--- config.mk ---
export PLATFORM = sky130hd
export DESIGN_NAME = tile_draw_sequencer
export DESIGN_NICKNAME = d
export VERILOG_FILES = /design/src/rtl/tile_draw_sequencer_pkg.sv /design/src/rtl/tile_origin_calc.sv /design/src/rtl/tile_draw_sequencer.sv
export SDC_FILE = /design/constraint.sdc
export NUM_CORES = 1
export LEC_CHECK = 0
export CORE_MARGIN = 3
export CORE_UTILIZATION = 25
export DETAILED_ROUTE_END_ITERATION = 8
export MAX_ROUTING_LAYER = met4
export SYNTH_ARGS = -nofsm -noshare
export SYNTH_HDL_FRONTEND = slang
export SYNTH_SLANG_ARGS = --single-unit
--- constraint.sdc ---
create_clock -name clk -period 3.1 [get_ports clk]
set_input_delay 0.93 -clock clk [delete_from_list [all_inputs] [get_ports clk]]
set_output_delay 0.93 -clock clk [all_outputs]
set_load 0.1 [all_outputs]
--- src/rtl/tile_draw_sequencer_pkg.sv ---
// Shared types and constants for the tile board redraw sequencer.
package tile_draw_sequencer_pkg;

  typedef enum logic [2:0] {
    S_IDLE  = 3'd0,
    S_SCAN  = 3'd1,
    S_CLEAR = 3'd2,
    S_DRAW  = 3'd3,
    S_DONE  = 3'd4
  } state_t;

  localparam int NUM_TILES       = 16;
  localparam int TILE_W          = 4;
  localparam int IDX_W           = 4;
  localparam int BOARD_W         = NUM_TILES * TILE_W;
  localparam int DEF_DRAW_CYCLES = 141;
  localparam int DEF_TILE_PITCH  = 30;
  localparam int DEF_BOARD_X0    = 20;
  localparam int DEF_BOARD_Y0    = 0;

endpackage

--- src/rtl/tile_origin_calc.sv ---
// Maps a row-major tile index on the 4x4 board to its pixel origin.
module tile_origin_calc
  import tile_draw_sequencer_pkg::*;
#(
  parameter int TILE_PITCH = DEF_TILE_PITCH,
  parameter int BOARD_X0   = DEF_BOARD_X0,
  parameter int BOARD_Y0   = DEF_BOARD_Y0
) (
  input  logic [IDX_W-1:0] idx,
  output logic [7:0]       tile_x,
  output logic [6:0]       tile_y
);

  localparam logic [7:0] PITCH_X = 8'(TILE_PITCH);
  localparam logic [7:0] ORIGIN_X = 8'(BOARD_X0);
  localparam logic [6:0] PITCH_Y = 7'(TILE_PITCH);
  localparam logic [6:0] ORIGIN_Y = 7'(BOARD_Y0);

  logic [7:0] col;
  logic [6:0] row;

  // Low two index bits select the column, high two the row.
  assign col    = {6'd0, idx[1:0]};
  assign row    = {5'd0, idx[3:2]};
  assign tile_x = ORIGIN_X + col * PITCH_X;
  assign tile_y = ORIGIN_Y + row * PITCH_Y;

endmodule

--- src/rtl/tile_draw_sequencer.sv ---
// Walks a latched 16-tile board, clearing and enabling one number drawer per non-blank tile.
module tile_draw_sequencer
  import tile_draw_sequencer_pkg::*;
#(
  parameter int DRAW_CYCLES = DEF_DRAW_CYCLES,
  parameter int TILE_PITCH  = DEF_TILE_PITCH,
  parameter int BOARD_X0    = DEF_BOARD_X0,
  parameter int BOARD_Y0    = DEF_BOARD_Y0
) (
  input  logic               clk,
  input  logic               resetn,
  input  logic               start,
  input  logic [BOARD_W-1:0] board,
  output logic [TILE_W-1:0]  drawer_sel,
  output logic               drawer_enable,
  output logic               drawer_resetn,
  output logic [7:0]         tile_x,
  output logic [6:0]         tile_y,
  output logic               plot,
  output logic               busy,
  output logic               done,
  output state_t             fsm_state
);

  localparam int CNT_W = (DRAW_CYCLES > 1) ? $clog2(DRAW_CYCLES) : 1;
  localparam logic [CNT_W-1:0] CNT_LAST = CNT_W'(DRAW_CYCLES - 1);
  localparam logic [IDX_W-1:0] IDX_LAST = IDX_W'(NUM_TILES - 1);

  state_t             state;
  logic [IDX_W-1:0]   idx;
  logic [CNT_W-1:0]   cnt;
  logic [BOARD_W-1:0] board_q;
  logic [TILE_W-1:0]  cur_tile;

  assign cur_tile  = board_q[{idx, 2'b00} +: TILE_W];
  assign fsm_state = state;

  tile_origin_calc #(
    .TILE_PITCH (TILE_PITCH),
    .BOARD_X0   (BOARD_X0),
    .BOARD_Y0   (BOARD_Y0)
  ) u_origin (
    .idx    (idx),
    .tile_x (tile_x),
    .tile_y (tile_y)
  );

  // start is a level request honoured only in IDLE; busy covers SCAN..DONE,
  // and done pulses for the single DONE cycle. Outputs are registered with
  // the transition into the state they belong to.
  always_ff @(posedge clk) begin
    if (!resetn) begin
      state         <= S_IDLE;
      idx           <= '0;
      cnt           <= '0;
      board_q       <= '0;
      drawer_sel    <= '0;
      drawer_enable <= 1'b0;
      plot          <= 1'b0;
      drawer_resetn <= 1'b0;
      busy          <= 1'b0;
      done          <= 1'b0;
    end else begin
      drawer_resetn <= 1'b1;
      drawer_enable <= 1'b0;
      plot          <= 1'b0;
      done          <= 1'b0;
      case (state)
        S_IDLE: begin
          if (start) begin
            board_q <= board;
            idx     <= '0;
            busy    <= 1'b1;
            state   <= S_SCAN;
          end
        end
        S_SCAN: begin
          if (cur_tile != '0) begin
            drawer_sel    <= cur_tile;
            drawer_resetn <= 1'b0;
            state         <= S_CLEAR;
          end else if (idx == IDX_LAST) begin
            done  <= 1'b1;
            state <= S_DONE;
          end else begin
            idx <= idx + 1'b1;
          end
        end
        S_CLEAR: begin
          cnt           <= '0;
          drawer_enable <= 1'b1;
          plot          <= 1'b1;
          state         <= S_DRAW;
        end
        S_DRAW: begin
          if (cnt == CNT_LAST) begin
            cnt <= '0;
            if (idx == IDX_LAST) begin
              done  <= 1'b1;
              state <= S_DONE;
            end else begin
              idx   <= idx + 1'b1;
              state <= S_SCAN;
            end
          end else begin
            cnt           <= cnt + 1'b1;
            drawer_enable <= 1'b1;
            plot          <= 1'b1;
          end
        end
        S_DONE: begin
          busy  <= 1'b0;
          state <= S_IDLE;
        end
        default: begin
          busy  <= 1'b0;
          state <= S_IDLE;
        end
      endcase
    end
  end

endmodule

==> results.ini, run 1 <==
[status]
outcome = completed

[layout]
final_cell_mix = nand2_1, dfxtp_1, a21oi_1
num-nets-final = 635
area.growth.synth_to_final_pct = 35.9
final_common_cell = nand2_1
fin_area_um2 = 5450
drive_above_1_share = 0.135
fin_util = 0.353
antenna_cells = 0
n_fill_cell = 1615

[timing]
fin_crit_sh = 0.957
maxSlewHeadroom = 0.386
slew_viol_final = 0
rsz0062_at_grt = no
max_freq_mhz = 337
setup_violations = 0
fin_skew_ps = 5.98
finalHoldViolations = 0
post-route-min-period_ps = 2970
worstMarginPinSlew_ps = 916
holdWs_ps = 454

[clocking]
cts_root_buf = clkbuf_16
cts.sinks = 87
cts_tree = yes
clk_pin_slew_worst_paths_ps = 70
cts_buffers = 9
cts_setup_buffers = 0
max-clock-path-buffers = 2
postCtsHoldBufs = 0
clk_latency_ps = 340
cts_max_level = 3
post_cts_resize_count = 0

[drt]
drt-wirelength-per-cell_um = 13.8
first_pass_iters = 4
viasPerCell = 4.59
routed_wl_um = 10700
vias = 3549
drt-initial-drc-count = 231
ant_nets = 0
drc_errors = 0

[worst_setup_path]
reg2reg_setup_slack_ps = 410
crit_arrival_ps = 2040
cpMostUsedCell = buf_12
cp.buffers_inverters = 4
critical-path-top-delay-family = buffers and inverters
slowest_delay_ps = 380
r2r-start = idx[1]$_SDFFE_PN0P_
r2r_end = idx[1]$_SDFFE_PN0P_
cp_slowest_cell = dfxtp_2
crit_type = reg2out
cp-end-kind = primary output
cp.required_ps = 2170
reg2reg_depth = 7
crit_chain = buf_12, inv_1, ha_4, clkinvlp_4, o21ai_1, and3_4, buf_12
startpoint_type = flip-flop
crit_fanout = 19

[synthesis]
synth_cells = 488
synth_area_leaders = dfxtp_1, nand2_1, a21oi_1
synth-edff-count = 0
yosys_warnings = 0
synth_cell_type_count = 37
async_flop_share = 0
synth_top_area_frac = 0.434
ys_seq_area_frac = 0.434
yosys_register_bits = 87
synth.avg_cell_area_um2 = 8.22
ys.flop_type = dfxtp_1
syn_area_um2 = 4010
yosys.area.top_type = dfxtp_1

[power]
combPwrFrac = 0.265
cellLeakagePower_nw = 2.00
power_density_nw_per_um2 = 576
peakVddDrop_uv = 272
clkPwrFrac = 0.328
p_int_mw = 2.11
swShare = 0.330
pwr-share-seq = 0.407
power_mw = 3.14
switchingPower_mw = 1.04

[die]
die_area_um2 = 17600
start_util = 0.260
io_pins = 94
die_w_um = 133
die_h_um = 133
coreArea_um2 = 15400
rows = 45

[min_path]
min_path_cells = 2
hp-start = board_q[18]$_SDFFE_PN0P_
hp-class = reg2reg
timing.hold.worst_endpoint = board_q[18]$_SDFFE_PN0P_

[placement]
post_dp_cell_area_um2 = 5170
place_hpwl_um = 7740
numPortBuffers = 91
finalWeightedCongestion = 0.873

[global_routing]
grt-ovfl-total = 0
antenna_found_initial = 0
grt_pass1_wl_um = 17400
grt_usage = 0.126
grt_max_degree = 76
grt_pass1_vias = 3528

[run]
cap_violations = 0

## area by class of cell
cell class              instances  area [µm²]  share of cell area
multi-input cells             352        2080               0.382
flip-flops and latches         87        1740               0.320
repair buffers                 98        1040               0.190
well taps                     211         264              0.0484
clock buffers                  10         239              0.0438
clock inverters                 6        43.8             0.00803
inverters                      10        41.3             0.00757
## power by group through the flow
stage               logic (mW)  registers [mW]  clock network, mW
floorplan                0.516            1.36                  0
global placement         0.831            1.30                  0
detailed placement       0.839            1.30                  0
CTS                      0.842            1.28               1.06
global route             0.902            1.29               1.10
finish                   0.832            1.28               1.03
## logic make-up after synthesis
group | synth area share
buffers and inverters | 0.0562
xor gates and xnor gates | 0.00218
other | 0.000935
muxes | 0.0949
DFF | 0.434
AOI/OAI and AO/OA | 0.145
and+or+nand+nor | 0.236
adders and majority gates | 0.0312
## tightest hold or removal path, cell delays in order (launching register included)
cell	delay (ps)
dfxtp_1	310
nand2_1	50
a21oi_1	50
## flip-flops by register name, indices dropped and copies added (netlist names)
name	cells
idx	4
busy	1
fsm_state	3
done	1
drawer_sel	4
cnt	8
drawer_resetn	1
board_q	64
plot	1
## synthesized netlist by cell type, types with 2 or more instances
cell type	number
nand2_1	144
a21oi_1	73
o21ai_1	5
and3_1	5
a211oi_1	2
o31ai_1	2
nand3_1	17
or3_1	4
buf_4	6
mux2i_1	2
nand4_1	2
nor2_1	16
clkbuf_1	24
dfxtp_1	87
a31oi_1	2
buf_1	8
mux4_2	16
inv_1	10
ha_1	10
nor3b_1	4
nand2b_1	7
nor2b_1	9
buf_6	2
a22oi_1	4
nor3_1	2
o21ai_0	12
o211ai_1	3
## worst max path at each step
stage                     cells after the start                start  slack [ps]             endpoint
after detailed placement                      7                start         380  idx[1]$_SDFFE_PN0P_
after global placement                        7                start         390  idx[1]$_SDFFE_PN0P_
after floorplan                               3  idx[1]$_SDFFE_PN0P_        -390            tile_x[6]
after global routing                          7  idx[0]$_SDFFE_PN0P_          20            tile_x[7]
after CTS                                     7  idx[0]$_SDFFE_PN0P_          90            tile_x[7]
final                                         7  idx[0]$_SDFFE_PN0P_         130            tile_x[7]
## metal layers
metal	up-vias	global-route usage	wire length, µm
li1	1794	-	-
met4	0	0.0225	104
met5	-	-	0
met2	86	0.207	5110
met1	1657	0.153	4940
met3	12	0.0418	538
## stage by stage
step                setup WS (ps)  TNS [ps]  instances
global placement              389         0        758
global route                 22.6         0        774
CTS                          91.6         0        774
finish                        132         0        774
detailed placement            383         0        758
floorplan                    -394      -394        489
Note: power is estimated with default switching activity, not from simulation.
==> run 2: changes to the inputs <==
ABC_AREA = 1   (was unset)
SKIP_LAST_GASP = 1   (was unset)
==> run 2 against run 1 <==
Effect of this change: sequential cell count is the same; clock-buffer cell count did not move; worst setup slack better by 250 ps; routed wire length up 9.4%; critical path type unchanged; sequential share of layout area shrank 1.1 points; critical endpoint unchanged; register-to-register slack gained 630 ps; sequential power increased by 17%; clock power increased by 8%; synthesized cell count rose by 23%; maximum frequency rose by 9.2%; design area rose by 3.5%; first-iteration DRC count down 4.8%.
==> results.ini, run 2 <==
[drt]
ant_nets = 0
drt-wirelength-per-cell_um = 13.1
drc_errors = 0
first_pass_iters = 4
viasPerCell = 4.39
vias = 3909
routed_wl_um = 11700
drt-initial-drc-count = 220

[synthesis]
synth_area_leaders = dfxtp_1, a21oi_1, o21ai_0
synth_cell_type_count = 29
ys_seq_area_frac = 0.416
ys.flop_type = dfxtp_1
synth.avg_cell_area_um2 = 7.01
synth-edff-count = 0
yosys_register_bits = 87
synth_top_area_frac = 0.416
yosys-top-cells-count = nand2_1, inv_1, dfxtp_1
async_flop_share = 0
yosys.area.top_type = dfxtp_1
yosys_warnings = 0
syn_area_um2 = 4190
synth_most_common_cell = nand2_1
synth_cells = 598

[worst_setup_path]
crit_arrival_ps = 1790
startpoint_type = flip-flop
crit_type = reg2out
crit_chain = inv_2, ha_1, inv_1, o21ai_0, and3_4, buf_12
critical-path-top-delay-family = adder cells
cp-end-kind = primary output
cp.required_ps = 2170
cp_slowest_cell = ha_1
slowest_delay_ps = 390
cp.buffers_inverters = 3
crit_fanout = 5

[layout]
largest_reg_flops = 64
drive_above_1_share = 0.0993
num-nets-final = 747
final_cell_mix = nand2_1, inv_1, dfxtp_1
top_register = board_q
final_common_cell = nand2_1
antenna_cells = 0
reg_top3 = board_q x64, cnt x8
fin_util = 0.350
area.growth.synth_to_final_pct = 34.7

[power]
combPwrFrac = 0.521
swShare = 0.466
power_density_nw_per_um2 = 967
p_int_mw = 2.91
pwr-share-seq = 0.275
peakVddDrop_uv = 427
cellLeakagePower_nw = 2.38
switchingPower_mw = 2.54
clkPwrFrac = 0.204

[clocking]
postCtsHoldBufs = 0
cts_root_buf = clkbuf_16
cts_tree = yes
cts_max_level = 3
clk_latency_ps = 340
cts_setup_buffers = 0
max-clock-path-buffers = 2
post_cts_resize_count = 0
cts_buffers = 9
cts.sinks = 87
clk_pin_slew_worst_paths_ps = 70

[status]
outcome = completed

[timing]
max_freq_mhz = 368
post-route-min-period_ps = 2720
setup_ws_ps = 383
setup_violations = 0
slew_viol_final = 0
rsz0062_at_grt = no
fin_skew_ps = 3.72
fin_crit_sh = 0.877
setup_tns_ps = 0
finalHoldViolations = 0

[min_path]
hp-class = reg2reg

[placement]
place_hpwl_um = 8250
finalWeightedCongestion = 0.779
numPortBuffers = 91
dp_slack_ps = 702

[die]
die_h_um = 135
start_util = 0.260
rows = 46
io_pins = 94
die_area_um2 = 18300
die_w_um = 135
coreArea_um2 = 16100

[global_routing]
grt_usage = 0.132
grt_max_degree = 130
antenna_found_initial = 0
grt_pass1_wl_um = 18700
grt-ovfl-total = 0
grt_pass1_vias = 3648

[run]
cap_violations = 0

run 2: final timing paths:
| check | startpoint | to | slack [ps] | depth (start not counted) |
|---|---|---|---|---|
| max | idx[1]$_SDFFE_PN0P_ | tile_x[7] | 380 | 6 |
| min | board_q[41]$_SDFFE_PN0P_ | board_q[41]$_SDFFE_PN0P_ | 440 | 2 |
| max reg2reg | idx[0]$_SDFFE_PN0P_ | idx[1]$_SDFFE_PN0P_ | 1040 | 13 |
| min reg2reg | board_q[41]$_SDFFE_PN0P_ | board_q[41]$_SDFFE_PN0P_ | 440 | 2 |
run 2: area by class of cell:
class                      instances  area (µm²)
clock buffer                      10         239
clock inverter                     6        67.6
fill                            1721       10500
inverter                          94         353
multi-input combinational        378        1910
sequential                        87        1740
tap                              216         270
timing repair buffer             100        1060
run 2: metrics by stage:
step                      cells  hold WS, ps  instance area (µm²)  power, mW
after detailed placement    875          436                 5340       4.39
final                       891          444                 5640       5.46
after global routing        891          470                 5640       5.81
after floorplan             599          424                 4210       3.64
after global placement      875          436                 5340       4.37
after CTS                   891          446                 5640       5.52
run 2: power by group through the flow:
stage	registers [mW]	logic, mW	clock network [mW]
after global placement	1.52	2.85	0
after global routing	1.53	3.11	1.18
after floorplan	1.80	1.84	0
after detailed placement	1.53	2.86	0
final	1.50	2.84	1.11
after CTS	1.50	2.87	1.14
run 2: logic make-up after synthesis:
group,synth area share
compound gates,0.200
xor+xnor,0.00209
fa+ha+maj,0.0299
buf+inv,0.136
flops,0.416
other cells,0.000895
simple gates,0.216
run 2: routing by layer:
metal	wire length (µm)	vias up	track usage
met2	5100	89	0.199
met1	5860	1747	0.177
met5	0	-	-
met3	627	8	0.0279
li1	-	2065	-
met4	108	0	0.0398
run 2: tightest hold or removal path, stage by stage, from the launching register on:
cell and delay, ps:
dfxtp_1 310, inv_1 40, a21oi_1 50
==> run 3: changes to the inputs <==
CORE_MARGIN = 4   (was 3)
PLACE_DENSITY = 0.5   (was unset)
==> run 3 against run 2 <==
Effect of this change: sequential power is essentially flat; global-route usage is 0.86 points higher; via count rose by 3.4%; die area up 3.0%; worst hold slack improved by 7.3 ps; non-clock buffer count unchanged; first-iteration DRC count increased by 31%; critical path type unchanged; largest cell class unchanged.
==> results.ini, run 3 (same netlist as run 2, synthesis figures left out) <==
[status]
outcome = completed

[global_routing]
grt-ovfl-total = 0
grt_pass1_vias = 3866
grt_usage = 0.140
grt_max_degree = 78
grt_pass1_wl_um = 20000
antenna_found_initial = 0

[clocking]
cts_root_buf = clkbuf_16
postCtsHoldBufs = 0
cts_buffers = 9
cts_setup_buffers = 0
cts_max_level = 3
clk_pin_slew_worst_paths_ps = 70
post_cts_resize_count = 0
cts.sinks = 87
clk_latency_ps = 350
max-clock-path-buffers = 2
cts_tree = yes

[timing]
max_freq_mhz = 351
fin_crit_sh = 0.918
rsz0062_at_grt = no
setup_violations = 0
setup_tns_ps = 0
slew_viol_final = 0
finalHoldViolations = 0
holdWs_ps = 451
worstMarginPinSlew_ps = 686
maxSlewHeadroom = 0.543
post-route-min-period_ps = 2850
fin_skew_ps = 11.4

[drt]
drc_errors = 0
vias = 4043
drt-initial-drc-count = 289
drt-wirelength-per-cell_um = 14.3
ant_nets = 0
first_pass_iters = 5
routed_wl_um = 12800
viasPerCell = 4.52

[power]
power_density_nw_per_um2 = 980
peakVddDrop_uv = 520
cellLeakagePower_nw = 2.39

[die]
die_h_um = 137
die_w_um = 137
start_util = 0.254
coreArea_um2 = 16500
io_pins = 94
rows = 47
die_area_um2 = 18900

[worst_setup_path]
cp.required_ps = 2170
cp-end-kind = primary output
crit_fanout = 5
reg2reg_setup_slack_ps = 960
crit_type = reg2out
startpoint_type = flip-flop
crit_arrival_ps = 1920

[placement]
placed_cells = 879
numPortBuffers = 91
place_hpwl_um = 8910
finalWeightedCongestion = 0.856

[min_path]
hp-class = reg2reg

[layout]
antenna_cells = 0
area.growth.synth_to_final_pct = 35.5
drive_above_1_share = 0.0978
stdcell_count = 895
num-nets-final = 747
reg_top3 = board_q x64, cnt x8
n_fill_cell = 1726
top_register = board_q
largest_reg_flops = 64
final_cell_mix = nand2_1, inv_1, dfxtp_1
final_common_cell = nand2_1

[run]
cap_violations = 0

-- run 3: changes by cell type in the layout (fill, tap and decap cells not counted) --
cell | previous run | this run
buf_12 | 12 | 13
clkinvlp_4 | 2 | 1
inv_6 | 2 | 0
clkbuf_1 | 0 | 1
buf_4 | 22 | 21
clkinv_4 | 0 | 1
bufinv_16 | 1 | 2
-- run 3: critical path: stages (launching register included) --
cell	delay [ps]
dfxtp_1	370
inv_2	50
ha_1	410
inv_1	150
o21ai_0	190
and3_4	240
buf_12	170
-- run 3: final timing paths --
kind              cells past startpoint                       end                      from
setup / recovery                      6                 tile_x[7]       idx[0]$_SDFFE_PN0P_
hold / removal                        2  board_q[40]$_SDFFE_PN0P_  board_q[40]$_SDFFE_PN0P_
setup reg to reg                     13       idx[0]$_SDFFE_PN0P_       idx[0]$_SDFFE_PN0P_
hold reg to reg                       2  board_q[40]$_SDFFE_PN0P_  board_q[40]$_SDFFE_PN0P_
-- run 3: report_power, final --
part | leakage, nW | internal [mW] | switching, mW | total (mW)
clock network | 0.156 | 0.728 | 0.457 | 1.19
logic | 1.52 | 0.868 | 2.01 | 2.87
registers | 0.717 | 1.40 | 0.102 | 1.50
-- run 3: area by class of cell --
type | instances | area (µm²) | area share
multi-input combinational | 378 | 1910 | 0.336
sequential | 87 | 1740 | 0.307
timing repair buffer | 100 | 1070 | 0.189
inverter | 94 | 353 | 0.0621
tap | 220 | 275 | 0.0485
clock buffer | 11 | 243 | 0.0428
clock inverter | 5 | 81.3 | 0.0143
-- run 3: through the flow --
step / setup slack (ps) / instance area, µm² / power [mW] / utilization
after floorplan: 28.4 / 4210 / 3.64 / -
after global placement: 469 / 5350 / 4.37 / 0.324
after detailed placement: 438 / 5350 / 4.42 / 0.324
after CTS: 213 / 5680 / 5.61 / 0.344
after global routing: 132 / 5680 / 5.92 / 0.344
final: 253 / 5680 / 5.56 / 0.344
-- run 3: routing by layer --
metal | GRT usage | share of wire
met1 | 0.181 | 0.48
met2 | 0.211 | 0.44
met3 | 0.0340 | 0.061
met4 | 0.0549 | 0.018
met5 | - | 0
